--- config.mk ---
export PLATFORM = sky130hd
export DESIGN_NAME = queue_dut_flat
export DESIGN_NICKNAME = d
export VERILOG_FILES = /design/src/rtl/queue_dut_pkg.sv /design/src/rtl/queue_dut_if.sv /design/src/rtl/queue_dut_edge_rise_pulse.sv /design/src/rtl/queue_dut.sv /design/src/flat_wrapper.sv
export SDC_FILE = /design/constraint.sdc
export NUM_CORES = 1
export LEC_CHECK = 0
export CORE_MARGIN = 5
export CORE_UTILIZATION = 37
export DETAILED_ROUTE_END_ITERATION = 6
export PLACE_DENSITY = 0.62
export SETUP_SLACK_MARGIN = 0.2
export SYNTH_ARGS = -nofsm -noshare
export SYNTH_HDL_FRONTEND = slang
export SYNTH_SLANG_ARGS = --single-unit
--- constraint.sdc ---
create_clock -name clk -period 8.6 [get_ports clk]
set_clock_uncertainty 0.1 [all_clocks]
set_input_delay 1.29 -clock clk [delete_from_list [all_inputs] [get_ports clk]]
set_output_delay 1.29 -clock clk [all_outputs]
set_load 0.05 [all_outputs]
--- src/rtl/queue_dut_pkg.sv ---
// -----------------------------------------------------------------------------
// queue_dut_pkg
// Shared constants and helpers for the queue_dut FIFO test target.
//   - Default sizing for DEPTH / DATA_W / ADDR_W.
//   - Address-window constants for the status, last-pop and error-counter words.
//   - pack_status(): builds the status word read at ADDR_STATUS.
//   - sat_inc16(): 16-bit saturating increment for the optional error counters.
// -----------------------------------------------------------------------------
package queue_dut_pkg;

    localparam int DEPTH_DEF  = 8;
    localparam int DATA_W_DEF = 32;
    localparam int ADDR_W_DEF = 16;

    localparam logic [15:0] ADDR_STATUS  = 16'hF000;
    localparam logic [15:0] ADDR_LASTPOP = 16'hF001;
    localparam logic [15:0] ADDR_ERRCNT  = 16'hF002;

    // Bits that must be zero for an address to hit the entry window.
    localparam logic [15:0] WIN_MASK     = 16'hF000;

    // Status word: bits[15:8] occupancy, bit1 full, bit0 empty, rest zero.
    function automatic logic [31:0] pack_status(input logic [7:0] cnt,
                                                input logic       is_full,
                                                input logic       is_empty);
        return {16'h0000, cnt, 6'b000000, is_full, is_empty};
    endfunction

    // Increment that sticks at all-ones instead of wrapping.
    function automatic logic [15:0] sat_inc16(input logic [15:0] v);
        return (v == 16'hFFFF) ? v : (v + 16'h0001);
    endfunction

endpackage : queue_dut_pkg

--- src/rtl/queue_dut_if.sv ---
// -----------------------------------------------------------------------------
// queue_dut_if
// Bundle between the board test/console unit (master) and the FIFO (slave).
//   we          push strobe, one-cycle pulse          (master -> slave)
//   din         push data                             (master -> slave)
//   addr        view/status select                    (master -> slave)
//   step_stable debounced step button level (pops)    (master -> slave)
//   dout        registered view data                  (slave  -> master)
//   full        occupancy == DEPTH                    (slave  -> master)
//   empty       occupancy == 0                        (slave  -> master)
//   count       current occupancy                     (slave  -> master)
// -----------------------------------------------------------------------------
interface queue_dut_if #(
    parameter int DEPTH  = 8,
    parameter int DATA_W = 32,
    parameter int ADDR_W = 16
);
    localparam int CNT_W = $clog2(DEPTH) + 1;

    logic              we;
    logic [DATA_W-1:0] din;
    logic [ADDR_W-1:0] addr;
    logic              step_stable;
    logic [DATA_W-1:0] dout;
    logic              full;
    logic              empty;
    logic [CNT_W-1:0]  count;

    modport master (
        output we, din, addr, step_stable,
        input  dout, full, empty, count
    );

    modport slave (
        input  we, din, addr, step_stable,
        output dout, full, empty, count
    );

endinterface : queue_dut_if

--- src/rtl/queue_dut_edge_rise_pulse.sv ---
// -----------------------------------------------------------------------------
// edge_rise_pulse
// Rising-edge detector on an already-debounced level. The previous level is
// held in a flop; the pulse is high for the single cycle where the level is
// high and the flop still holds low, so a held level yields one pulse and a
// falling level yields none.
//   clk    system clock
//   rst    synchronous active-high reset (clears the history flop)
//   level  input level
//   pulse  one-cycle rising-edge pulse
// -----------------------------------------------------------------------------
module edge_rise_pulse (
    input  logic clk,
    input  logic rst,
    input  logic level,
    output logic pulse
);

    logic level_q;
    logic level_d;

    // Next history value and edge pulse.
    always_comb begin
        level_d = level;
        pulse   = level & ~level_q;
    end

    // History flop, cleared by reset.
    always_ff @(posedge clk) begin
        if (rst) begin
            level_q <= 1'b0;
        end else begin
            level_q <= level_d;
        end
    end

endmodule : edge_rise_pulse

--- src/rtl/queue_dut.sv ---
// -----------------------------------------------------------------------------
// queue_dut
// Circular FIFO placed downstream of the board test/console unit. Values are
// pushed with a one-cycle write strobe, one entry is popped per step-button
// press, and contents/status are exposed through an address window on a
// registered 32-bit read port for the seven-segment display.
//
// Ports:
//   clk   system clock (100 MHz)
//   rst   synchronous active-high reset
//   bus   queue_dut_if.slave: we, din, addr, step_stable in;
//         dout, full, empty, count out
//
// Read window (dout, one cycle after addr/state):
//   addr[15:12]==0 : entry at offset addr[log2(DEPTH)-1:0] from head, 0 past count
//   16'hF000       : status {count in [15:8], full [1], empty [0]}
//   16'hF001       : last popped value
//   16'hF002       : {ovf_cnt, udf_cnt} when built with QUEUE_DUT_ERR_CNT_EN,
//                    otherwise 0
//   other          : 0
//
// Build option: define QUEUE_DUT_ERR_CNT_EN to add 16-bit saturating counters
// of rejected pushes (ovf_cnt) and pops on empty (udf_cnt).
// -----------------------------------------------------------------------------
module queue_dut
    import queue_dut_pkg::*;
#(
    parameter int DEPTH  = DEPTH_DEF,
    parameter int DATA_W = DATA_W_DEF,
    parameter int ADDR_W = ADDR_W_DEF
) (
    input  logic       clk,
    input  logic       rst,
    queue_dut_if.slave bus
);

    localparam int PTR_W = $clog2(DEPTH);
    localparam int CNT_W = PTR_W + 1;

    // Storage and state
    logic [DATA_W-1:0] mem_q [DEPTH];
    logic [PTR_W-1:0]  head_q,     head_d;
    logic [PTR_W-1:0]  tail_q,     tail_d;
    logic [CNT_W-1:0]  count_q,    count_d;
    logic [DATA_W-1:0] last_pop_q, last_pop_d;
    logic [DATA_W-1:0] dout_q,     dout_d;

    // Control
    logic              pop_p_s;
    logic              full_s;
    logic              empty_s;
    logic              pop_ok_s;
    logic              push_ok_s;

    // Read path
    logic [PTR_W-1:0]  k_s;
    logic [PTR_W-1:0]  rd_idx_s;
    logic              win_sel_s;
    logic [31:0]       err_word_s;

    edge_rise_pulse u_step_edge (
        .clk   (clk),
        .rst   (rst),
        .level (bus.step_stable),
        .pulse (pop_p_s)
    );

    // Status flags and operation acceptance.
    always_comb begin
        full_s    = (count_q == CNT_W'(DEPTH));
        empty_s   = (count_q == {CNT_W{1'b0}});
        pop_ok_s  = pop_p_s & ~empty_s;
        // A pop in the same cycle frees a slot, so a full queue still accepts.
        push_ok_s = bus.we & (~full_s | pop_ok_s);
    end

    // Next-state for pointers, occupancy and last popped value.
    always_comb begin
        head_d     = head_q;
        tail_d     = tail_q;
        count_d    = count_q;
        last_pop_d = last_pop_q;

        if (pop_ok_s) begin
            head_d     = head_q + PTR_W'(1);
            last_pop_d = mem_q[head_q];
        end else begin
            head_d     = head_q;
            last_pop_d = last_pop_q;
        end

        if (push_ok_s) begin
            tail_d = tail_q + PTR_W'(1);
        end else begin
            tail_d = tail_q;
        end

        case ({push_ok_s, pop_ok_s})
            2'b10:   count_d = count_q + CNT_W'(1);
            2'b01:   count_d = count_q - CNT_W'(1);
            default: count_d = count_q;
        endcase
    end

`ifdef QUEUE_DUT_ERR_CNT_EN
    logic [15:0] ovf_cnt_q, ovf_cnt_d;
    logic [15:0] udf_cnt_q, udf_cnt_d;

    // Error counter next-state: rejected pushes and pop presses on empty.
    always_comb begin
        ovf_cnt_d  = ovf_cnt_q;
        udf_cnt_d  = udf_cnt_q;
        err_word_s = {ovf_cnt_q, udf_cnt_q};
        if (bus.we && !push_ok_s) begin
            ovf_cnt_d = sat_inc16(ovf_cnt_q);
        end else begin
            ovf_cnt_d = ovf_cnt_q;
        end
        if (pop_p_s && empty_s) begin
            udf_cnt_d = sat_inc16(udf_cnt_q);
        end else begin
            udf_cnt_d = udf_cnt_q;
        end
    end

    // Error counter registers.
    always_ff @(posedge clk) begin
        if (rst) begin
            ovf_cnt_q <= 16'h0000;
            udf_cnt_q <= 16'h0000;
        end else begin
            ovf_cnt_q <= ovf_cnt_d;
            udf_cnt_q <= udf_cnt_d;
        end
    end
`else
    // Without the counters the error word reads as zero.
    always_comb begin
        err_word_s = 32'h0000_0000;
    end
`endif

    // Address decode and read mux feeding the registered display port.
    always_comb begin
        k_s       = bus.addr[PTR_W-1:0];
        rd_idx_s  = head_q + k_s;   // wraps modulo DEPTH by width
        win_sel_s = ((bus.addr & ADDR_W'(WIN_MASK)) == {ADDR_W{1'b0}});
        dout_d    = {DATA_W{1'b0}};

        if (win_sel_s) begin
            // Offsets at or beyond the occupancy show as zero, not stale data.
            if ({1'b0, k_s} < count_q) begin
                dout_d = mem_q[rd_idx_s];
            end else begin
                dout_d = {DATA_W{1'b0}};
            end
        end else if (bus.addr == ADDR_W'(ADDR_STATUS)) begin
            dout_d = DATA_W'(pack_status(8'(count_q), full_s, empty_s));
        end else if (bus.addr == ADDR_W'(ADDR_LASTPOP)) begin
            dout_d = last_pop_q;
        end else if (bus.addr == ADDR_W'(ADDR_ERRCNT)) begin
            dout_d = DATA_W'(err_word_s);
        end else begin
            dout_d = {DATA_W{1'b0}};
        end
    end

    // Control/state registers; reset wins over any operation in the same cycle.
    always_ff @(posedge clk) begin
        if (rst) begin
            head_q     <= {PTR_W{1'b0}};
            tail_q     <= {PTR_W{1'b0}};
            count_q    <= {CNT_W{1'b0}};
            last_pop_q <= {DATA_W{1'b0}};
            dout_q     <= {DATA_W{1'b0}};
        end else begin
            head_q     <= head_d;
            tail_q     <= tail_d;
            count_q    <= count_d;
            last_pop_q <= last_pop_d;
            dout_q     <= dout_d;
        end
    end

    // Entry storage: not reset; a write during reset is suppressed.
    always_ff @(posedge clk) begin
        if (!rst && push_ok_s) begin
            mem_q[tail_q] <= bus.din;
        end
    end

    assign bus.dout  = dout_q;
    assign bus.full  = full_s;
    assign bus.empty = empty_s;
    assign bus.count = count_q;

endmodule : queue_dut

--- src/flat_wrapper.sv ---
// flat-port wrapper written by rule: the top's interface ports become plain ports
module queue_dut_flat import queue_dut_pkg::*;
#(
    parameter int DEPTH  = DEPTH_DEF,
    parameter int DATA_W = DATA_W_DEF,
    parameter int ADDR_W = ADDR_W_DEF
)
  (clk, rst, bus_we, bus_din, bus_addr, bus_step_stable, bus_dout, bus_full, bus_empty, bus_count);
  queue_dut_if #(.DEPTH(DEPTH), .DATA_W(DATA_W), .ADDR_W(ADDR_W)) bus_i ();
  input  logic clk;
  input  logic rst;
  input wire logic [$bits(bus_i.we)-1:0] bus_we;
  input wire logic [$bits(bus_i.din)-1:0] bus_din;
  input wire logic [$bits(bus_i.addr)-1:0] bus_addr;
  input wire logic [$bits(bus_i.step_stable)-1:0] bus_step_stable;
  output wire logic [$bits(bus_i.dout)-1:0] bus_dout;
  output wire logic [$bits(bus_i.full)-1:0] bus_full;
  output wire logic [$bits(bus_i.empty)-1:0] bus_empty;
  output wire logic [$bits(bus_i.count)-1:0] bus_count;
  assign bus_i.we = bus_we;
  assign bus_i.din = bus_din;
  assign bus_i.addr = bus_addr;
  assign bus_i.step_stable = bus_step_stable;
  assign bus_dout = bus_i.dout;
  assign bus_full = bus_i.full;
  assign bus_empty = bus_i.empty;
  assign bus_count = bus_i.count;
  queue_dut #(.DEPTH(DEPTH), .DATA_W(DATA_W), .ADDR_W(ADDR_W)) u_core (.clk(clk), .rst(rst), .bus(bus_i));
endmodule
==> flow_summary.json, run 1 <==
{
  "start_util": 0.374,
  "p_switching_w": 0.00123,
  "max_stage_delay_ns": 0.76,
  "rsz0062_at_grt": "no",
  "max-vdd-ir-drop_mv": 0.163,
  "worstPathArrival_ns": 4.38,
  "syn_avg_cell_area_sq_um": 18.9,
  "synth_top_family_by_area": "multiplexers",
  "regArea_sq_mm": 0.00920,
  "synth_cells": 766,
  "synth-async-reset-ratio": 0,
  "drv_slew": 0,
  "yosys.area_share.simple": 0.0275,
  "rows": 72,
  "synthAdderAreaFrac": 0.00658,
  "synth.distinct_cells": 49,
  "r2r_setup_slack_ns": 5.38,
  "outcome": "complete, no violations",
  "vias": 7781,
  "setup_violations": 0,
  "hold_violations": 0,
  "multiInputGateArea_sq_mm": 0.00502,
  "cp_max_fo": 40,
  "clock_sinks": 331,
  "io_pins": 90,
  "post-cts-setup-buffer-count": 0,
  "clkLatencyLatePin_ns": 0.52,
  "hold_class": "reg -> reg",
  "netlist_area_sq_mm": 0.0144,
  "r2r_cells": 7,
  "worstMarginPinSlew_ns": 1.03,
  "synthFlopType": "edfxtp_1",
  "fillers": 3250,
  "layout_commonest_cell": "edfxtp_1",
  "drt_wl_total_um": 33800,
  "synth-compound-area-share": 0.0538,
  "maxCapViolCount": 0,
  "viasPerCell": 5.52,
  "cts_inserted_buffers": 37,
  "synth_top_cell_by_area": "edfxtp_1",
  "drive_gt1_frac": 0.295,
  "clk_pin_slew_worst_paths_ns": 0.06,
  "comb_power_share": 0.244,
  "fmax_ghz": 0.242,
  "relSlewSlack": 0.315,
  "yosys-top-cells-area": "edfxtp_1 (53%), mux4_2 (20%), dfxtp_1 (10%)",
  "startpoint": "bus_addr[0]",
  "drc": 0,
  "min-delay-start": "u_core.last_pop_q[22]",
  "htree_num_levels": 2,
  "power_leakage_nw": 5.34,
  "place_hpwl_um": 18600,
  "setup_tns_ns": 0,
  "synth_edf_count": 256,
  "power_density_mw_per_mm2": 264,
  "rr_startpoint": "u_core.head_q[0]",
  "ctsHoldBuffers": 0,
  "cts_tree": "built",
  "crit_family": "buffers and inverters",
  "clockBufferDepth": 3,
  "place.gp.congestion": 0.700,
  "grt_max_degree": 67,
  "grt_pass1_vias": 8113,
  "power_frac_seq": 0.415,
  "mostFrequentLayoutCells": "edfxtp_1 (256), mux4_2 (128), clkdlybuf4s50_1 (88)",
  "fin_util": 0.444,
  "synth_mux_area_frac": 0.250,
  "critPathCaptureType": "flip-flop",
  "switching_share": 0.271,
  "ys_ff_latch": 331,
  "clkPwrFrac": 0.341,
  "die_area_sq_mm": 0.0431,
  "cp_num_buf_inv": 2,
  "ys_warn_count": 0,
  "overflow": 0,
  "synthDominantCellAreaShare": 0.532,
  "cts-root-buf": "clkbuf_16",
  "area.growth.synth_to_final_pct": 18.9,
  "ant_nets": 0,
  "first_pass_iters": 5,
  "drtIter0Drc": 605,
  "min_to": "u_core.bus.dout[22]",
  "core_sq_mm": 0.0386,
  "r2r-end": "u_core.bus.dout[8]",
  "hold_ws_ns": 0.348,
  "die_h_um": 208,
  "holdPathStages": 1,
  "cp_cell_sequence": "clkdlybuf4s50_1 > ha_4 > buf_4 > mux4_2 > mux2i_1 > o22ai_1",
  "grt_pass1_wl_um": 51200,
  "synth_xor_area_frac": 0.00364,
  "critical_path_required_ns": 8.84,
  "syn-num-nets": 825,
  "diodes": 0,
  "nets": 922,
  "period_needed_ns": 4.14,
  "numPortBuffers": 89,
  "cp-start-kind": "primary input",
  "internal_power_w": 0.00331,
  "cp_slowest_cell": "ha_4",
  "period_share": 0.481,
  "seq_area_frac_synth": 0.636,
  "grt_usage": 0.155,
  "critical_path_class": "in -> reg",
  "die_x_um": 208,
  "antenna_found_initial": 1,
  "ctsResizeCount": 0,
  "wl_per_cell_um": 24.0
}
cell families (layout without fill, tap and decap cells):
group	count (synthesis)	after routing
DFF	331	331
muxes	200	200
and+or+nand+nor	81	81
AOI/OAI and AO/OA	80	80
buffers and inverters	61	186
adders and majority gates	7	7
xor gates and xnor gates	6	6
how the worst max path moves through the flow:
| stage | end | depth (start not counted) |
|---|---|---|
| final | u_core.bus.dout[8] | 6 |
| after global routing | u_core.bus.dout[0] | 6 |
| after CTS | u_core.bus.dout[0] | 6 |
| after detailed placement | u_core.bus.dout[0] | 6 |
| after global placement | u_core.bus.dout[0] | 6 |
| after floorplan | u_core.mem_q[0][0] | 3 |
sequential cells by signal, summed over array words and instances (netlist names):
name / flops
u_core.bus.dout: 32
u_core.bus.count: 4
u_core.last_pop_q: 32
u_core.tail_q: 3
u_core.mem_q: 256
u_core.u_step_edge.level_q: 1
u_core.head_q: 3
cell type report:
cell class / count / area share
Timing Repair Buffer: 111 / 0.0612
Clock inverter: 17 / 0.0102
Clock buffer: 50 / 0.0609
Sequential cell: 331 / 0.536
Inverter: 8 / 0.00204
Tap cell: 518 / 0.0377
Multi-Input combinational cell: 374 / 0.292
power groups by stage:
stage	sequential, W	clock, W	combinational, W
finish	0.00188	0.00155	0.00111
global placement	0.00192	0	0.00111
floorplan	0.00190	0	0.000911
detailed placement	0.00192	0	0.00113
CTS	0.00189	0.00158	0.00113
global route	0.00190	0.00166	0.00120
through the flow:
stage	area (sq um)	power, W	setup WS, ns	std cells
floorplan	14400	0.00281	2.85	766
global placement	16000	0.00303	3.96	1342
detailed placement	16000	0.00304	3.88	1342
CTS	17200	0.00460	4.40	1409
global route	17200	0.00476	4.19	1409
finish	17200	0.00454	4.46	1409
layer usage:
layer	track usage	part of all wire	up-vias
li1	-	-	3387
met1	0.198	0.41	4125
met2	0.281	0.53	226
met3	0.0245	0.048	41
met4	0.0321	0.014	2
met5	0	0.00033	-
Yosys cell counts, types with 3 or more instances:
cell type  instances
mux2i_1           69
o2bb2ai_1         26
nor2b_1            3
o22ai_1            6
mux4_2           128
nor2_1            49
buf_4              8
buf_2             20
a21oi_1            4
edfxtp_1         256
ha_1               6
clkbuf_1          18
a211oi_2          30
dfxtp_1           75
nor3_1             3
inv_1              7
buf_6              5
nand2b_1           4
nand2_1            3
xor2_1             4
nor4_1             4
No activity file was read; power rests on OpenSTA's default activity.
==> run 2, diff against run 1 <==
==> constraint.sdc (replaced) <==
create_clock -name clk -period 4.04 [get_ports clk]
set_clock_uncertainty 0.1 [all_clocks]
set_input_delay 0.606 -clock clk [delete_from_list [all_inputs] [get_ports clk]]
set_output_delay 0.606 -clock clk [all_outputs]
set_load 0.05 [all_outputs]
==> flow_summary.json, run 2 (synthesis results as in run 1) <==
{
  "regMostFlops": "u_core.mem_q",
  "area.growth.synth_to_final_pct": 20.0,
  "layout_commonest_cell": "edfxtp_1",
  "post-cts-setup-buffer-count": 0,
  "cp-start-kind": "flip-flop",
  "outcome": "complete, no violations",
  "cp_max_fo": 7,
  "htree_num_levels": 2,
  "place_inst": 1351,
  "setup_violations": 0,
  "crit_end": "bus_full",
  "place_hpwl_um": 19400,
  "power_frac_seq": 0.406,
  "first_pass_iters": 4,
  "drv_slew": 0,
  "clk_pin_slew_worst_paths_ns": 0.06,
  "vias": 7822,
  "hold_violations": 0,
  "core_sq_mm": 0.0386,
  "io_pins": 90,
  "largest_reg_flops": 256,
  "drtIter0Drc": 453,
  "regArea_sq_mm": 0.00920,
  "startpoint": "u_core.bus.count[3]",
  "clock_sinks": 331,
  "clkLatencyLatePin_ns": 0.51,
  "relSlewSlack": 0.283,
  "die_h_um": 208,
  "period_share": 0.791,
  "fillers": 3270,
  "clkPwrFrac": 0.338,
  "rsz0062_at_grt": "no",
  "die_area_sq_mm": 0.0431,
  "grt_pass1_wl_um": 52400,
  "p_switching_w": 0.00265,
  "drt_wl_total_um": 34100,
  "hold_class": "reg -> reg",
  "ctsResizeCount": 0,
  "r2r_cells": 5,
  "antenna_found_initial": 2,
  "start_util": 0.374,
  "worstPathArrival_ns": 2.49,
  "critical_path_class": "reg -> out",
  "grt_pass1_vias": 8240,
  "grt_usage": 0.157,
  "ctsHoldBuffers": 0,
  "mostFrequentLayoutCells": "edfxtp_1 (256), mux4_2 (128), clkdlybuf4s50_1 (88)",
  "die_x_um": 208,
  "rr_startpoint": "u_core.head_q[0]",
  "switching_share": 0.272,
  "maxCapViolCount": 0,
  "period_needed_ns": 3.19,
  "critical_path_required_ns": 3.33,
  "final_cells": 1418,
  "power_density_mw_per_mm2": 562,
  "comb_power_share": 0.256,
  "cts-root-buf": "clkbuf_16",
  "fin_util": 0.448,
  "setup_tns_ns": 0,
  "r2r_setup_slack_ns": 1.22,
  "drc": 0,
  "r2r-end": "u_core.last_pop_q[13]",
  "clockBufferDepth": 3,
  "max-vdd-ir-drop_mv": 0.328,
  "internal_power_w": 0.00709,
  "drive_gt1_frac": 0.297,
  "rows": 72,
  "multiInputGateArea_sq_mm": 0.00504,
  "critPathCaptureType": "primary output",
  "grt_max_degree": 67,
  "cts_tree": "built",
  "viasPerCell": 5.52,
  "ant_nets": 0,
  "place.gp.congestion": 0.721,
  "numPortBuffers": 89,
  "power_leakage_nw": 5.41,
  "fmax_ghz": 0.313,
  "wl_per_cell_um": 24.1,
  "nets": 930,
  "worstMarginPinSlew_ns": 1.08,
  "overflow": 0,
  "cts_inserted_buffers": 36
}
## run 2: changes by cell type in the layout (fill, tap and decap cells not counted), sizes merged
cell | before | now
buf | 23 | 32
bufinv | 3 | 4
clkbuf | 50 | 49
clkinv | 12 | 10
clkinvlp | 3 | 2
diode | 0 | 1
inv | 7 | 9
## run 2: critical path: stages, from the launching register on
cell,delay [ns]
dfxtp_1,0.54
or4b_4,0.57
inv_1,0.07
clkdlybuf4s50_1,0.80
## run 2: metal layers
metal	up-vias	part of all wire	wire length, um	global-route usage
li1	3407	-	-	-
met1	4166	0.43	14800	0.216
met2	201	0.51	17200	0.267
met3	46	0.042	1450	0.0243
met4	2	0.017	587	0.0369
met5	-	0.00032	11	0
## run 2: how the worst min path moves through the flow
stage,from,to,depth (start not counted)
2_1_floorplan,u_core.last_pop_q[12],u_core.bus.dout[12],1
3_3_place_gp,u_core.last_pop_q[6],u_core.bus.dout[6],1
3_5_place_dp,u_core.last_pop_q[4],u_core.bus.dout[4],1
4_1_cts,u_core.last_pop_q[4],u_core.bus.dout[4],1
5_1_grt,u_core.last_pop_q[4],u_core.bus.dout[4],1
6_report,u_core.last_pop_q[4],u_core.bus.dout[4],1
## run 2: final cells by class
class | count | area share
antenna | 1 | 0.000144
clock buffer | 49 | 0.0578
clock inverter | 17 | 0.0110
inverter | 8 | 0.00202
multi-input combinational | 374 | 0.291
sequential | 331 | 0.531
tap | 518 | 0.0374
timing repair buffer | 120 | 0.0703
## run 2: metrics by stage
stage          instance area [sq um]  total power (W)  worst slack (ns)  hold slack [ns]
2_1_floorplan                  14500          0.00599             0.108            0.333
3_3_place_gp                   16100          0.00654             0.777            0.343
3_5_place_dp                   16100          0.00657             0.706            0.343
4_1_cts                        17300          0.00987             0.825            0.358
5_1_grt                        17300           0.0102             0.745            0.380
6_report                       17300          0.00974             0.846            0.359
## run 2: power groups by stage
stage	clock network [W]	logic [W]	registers, W
final	0.00329	0.00250	0.00395
after global routing	0.00352	0.00272	0.00397
after CTS	0.00336	0.00256	0.00395
after detailed placement	0	0.00255	0.00402
after global placement	0	0.00252	0.00402
after floorplan	0	0.00194	0.00405
==> run 3, diff against run 2 <==
--- a/config.mk
+++ b/config.mk
@@ -8,7 +8,7 @@
 export CORE_MARGIN = 5
 export CORE_UTILIZATION = 37
 export DETAILED_ROUTE_END_ITERATION = 6
-export PLACE_DENSITY = 0.62
+export PLACE_DENSITY = 0.64
 export SETUP_SLACK_MARGIN = 0.2
 export SYNTH_ARGS = -nofsm -noshare
 export SYNTH_HDL_FRONTEND = slang
==> constraint.sdc (replaced) <==
create_clock -name clk -period 2.9 [get_ports clk]
set_clock_uncertainty 0.1 [all_clocks]
set_input_delay 0.435 -clock clk [delete_from_list [all_inputs] [get_ports clk]]
set_output_delay 0.435 -clock clk [all_outputs]
set_load 0.05 [all_outputs]
==> flow_summary.json, run 3 (synthesis results as in run 1) <==
{
  "startpoint": "u_core.bus.count[3]",
  "grt_usage": 0.154,
  "place_hpwl_um": 20300,
  "htree_num_levels": 2,
  "period_share": 0.894,
  "power_leakage_nw": 5.51,
  "worstMarginPinSlew_ns": 1.03,
  "critical_path_required_ns": 2.37,
  "maxCapViolCount": 0,
  "grt_pass1_vias": 8321,
  "clock_sinks": 331,
  "rr_startpoint": "u_core.bus.count[3]",
  "diodes": 0,
  "grt_max_degree": 67,
  "ant_nets": 0,
  "clk_pin_slew_worst_paths_ns": 0.06,
  "r2r-end": "u_core.bus.count[2]",
  "viasPerCell": 5.53,
  "max-vdd-ir-drop_mv": 0.405,
  "r2r_cells": 8,
  "io_pins": 90,
  "start_util": 0.374,
  "cp_num_buf_inv": 2,
  "drc": 0,
  "worstPathArrival_ns": 2.06,
  "crit_end": "bus_full",
  "crit_family": "simple AND/OR/NAND/NOR gates",
  "multiInputGateArea_sq_mm": 0.00505,
  "cp_slowest_cell": "or4b_4",
  "cts-root-buf": "clkbuf_16",
  "hold_ws_ns": 0.266,
  "final_cell_area_sq_mm": 0.0175,
  "die_area_sq_mm": 0.0431,
  "cp_cell_sequence": "or4b_4 > inv_1 > clkdlybuf4s15_2",
  "grt_pass1_wl_um": 51200,
  "period_needed_ns": 2.59,
  "numPortBuffers": 89,
  "drive_gt1_frac": 0.315,
  "cts_inserted_buffers": 34,
  "critical_path_class": "reg -> out",
  "clockBufferDepth": 3,
  "cts_tree": "built",
  "dpl_cell_area_sq_mm": 0.0164,
  "largest_reg_flops": 256,
  "overflow": 0,
  "vias": 7904,
  "drtIter0Drc": 510,
  "hold_class": "in -> reg",
  "nets": 947,
  "clkLatencyLatePin_ns": 0.51,
  "fillers": 3254,
  "max_stage_delay_ns": 0.59,
  "totalPowerFinal_w": 0.0135,
  "die_h_um": 208,
  "rows": 72,
  "post-cts-setup-buffer-count": 0,
  "drt_wl_total_um": 33700,
  "fmax_ghz": 0.386,
  "regArea_sq_mm": 0.00920,
  "place.gp.congestion": 0.757,
  "mostFrequentLayoutCells": "edfxtp_1 (256), mux4_2 (128), clkdlybuf4s50_1 (86)",
  "drv_slew": 0,
  "cp-start-kind": "flip-flop",
  "die_x_um": 208,
  "holdPathStages": 2,
  "hold_violations": 0,
  "first_pass_iters": 5,
  "area.growth.synth_to_final_pct": 21.4,
  "cp_max_fo": 7,
  "core_sq_mm": 0.0386,
  "r2r_setup_slack_ns": 0.33,
  "critPathCaptureType": "primary output",
  "rsz0062_at_grt": "no",
  "setup_violations": 0,
  "path_depth": 3,
  "wl_per_cell_um": 23.6,
  "antenna_found_initial": 1,
  "relSlewSlack": 0.312,
  "layout_commonest_cell": "edfxtp_1",
  "power_density_mw_per_mm2": 768,
  "regMostFlops": "u_core.mem_q",
  "outcome": "complete, no violations"
}
[run 3: cell types whose count changed in the layout (fill, tap and decap cells not counted), moves of 3 or more]
cell | before | now
dfxtp_1 | 72 | 69
nor3_4 | 0 | 3
dfxtp_2 | 2 | 5
buf_12 | 8 | 19
buf_4 | 23 | 31
nor3_2 | 3 | 0
clkinv_2 | 4 | 7
[run 3: final cells by class]
class                           count  area share
Timing Repair Buffer              139      0.0856
Clock buffer                       43      0.0522
Sequential cell                   331       0.525
Inverter                            8     0.00200
Multi-Input combinational cell    374       0.288
Tap cell                          518      0.0370
Clock inverter                     17      0.0104
[run 3: what timing repair did]
| item | 4_1_cts | 5_1_grt |
|---|---|---|
| endpoints found under the setup margin | 2 | 0 |
| gates resized for setup | 6 | 0 |
| hold buffers | 0 | 0 |
[run 3: how the worst min path moves through the flow]
stage | start | to | slack (ns)
2_1_floorplan | u_core.last_pop_q[12] | u_core.bus.dout[12] | 0.33
3_3_place_gp | u_core.last_pop_q[2] | u_core.bus.dout[2] | 0.34
3_5_place_dp | u_core.last_pop_q[7] | u_core.bus.dout[7] | 0.35
4_1_cts | rst | u_core.tail_q[0] | 0.26
5_1_grt | rst | u_core.tail_q[2] | 0.27
6_report | rst | u_core.tail_q[0] | 0.27
[run 3: power breakdown]
| group | internal [W] | switching (W) | leakage (nW) |
|---|---|---|---|
| Sequential | 0.00535 | 0.000162 | 2.93 |
| Clock | 0.00259 | 0.00174 | 0.543 |
| Combinational | 0.00188 | 0.00174 | 2.04 |
| Total | 0.00982 | 0.00364 | 5.51 |
[run 3: routing by layer]
| metal | vias up | track usage | wire length, um |
|---|---|---|---|
| met5 | - | 0 | 7 |
| met4 | 2 | 0.0376 | 652 |
| met3 | 45 | 0.0251 | 1800 |
| met2 | 228 | 0.264 | 17000 |
| met1 | 4185 | 0.207 | 14200 |
| li1 | 3444 | - | - |
[run 3: per-stage QoR]
| step | std cells | setup TNS [ns] | util | worst slack (ns) |
|---|---|---|---|---|
| 2_1_floorplan | 766 | -5.87 | - | -0.0612 |
| 5_1_grt | 1430 | 0 | 0.454 | 0.226 |
| 3_5_place_dp | 1370 | -0.0118 | 0.425 | -0.0118 |
| 4_1_cts | 1430 | 0 | 0.454 | 0.263 |
| 3_3_place_gp | 1370 | 0 | 0.425 | 0.00509 |
| 6_report | 1430 | 0 | 0.454 | 0.308 |
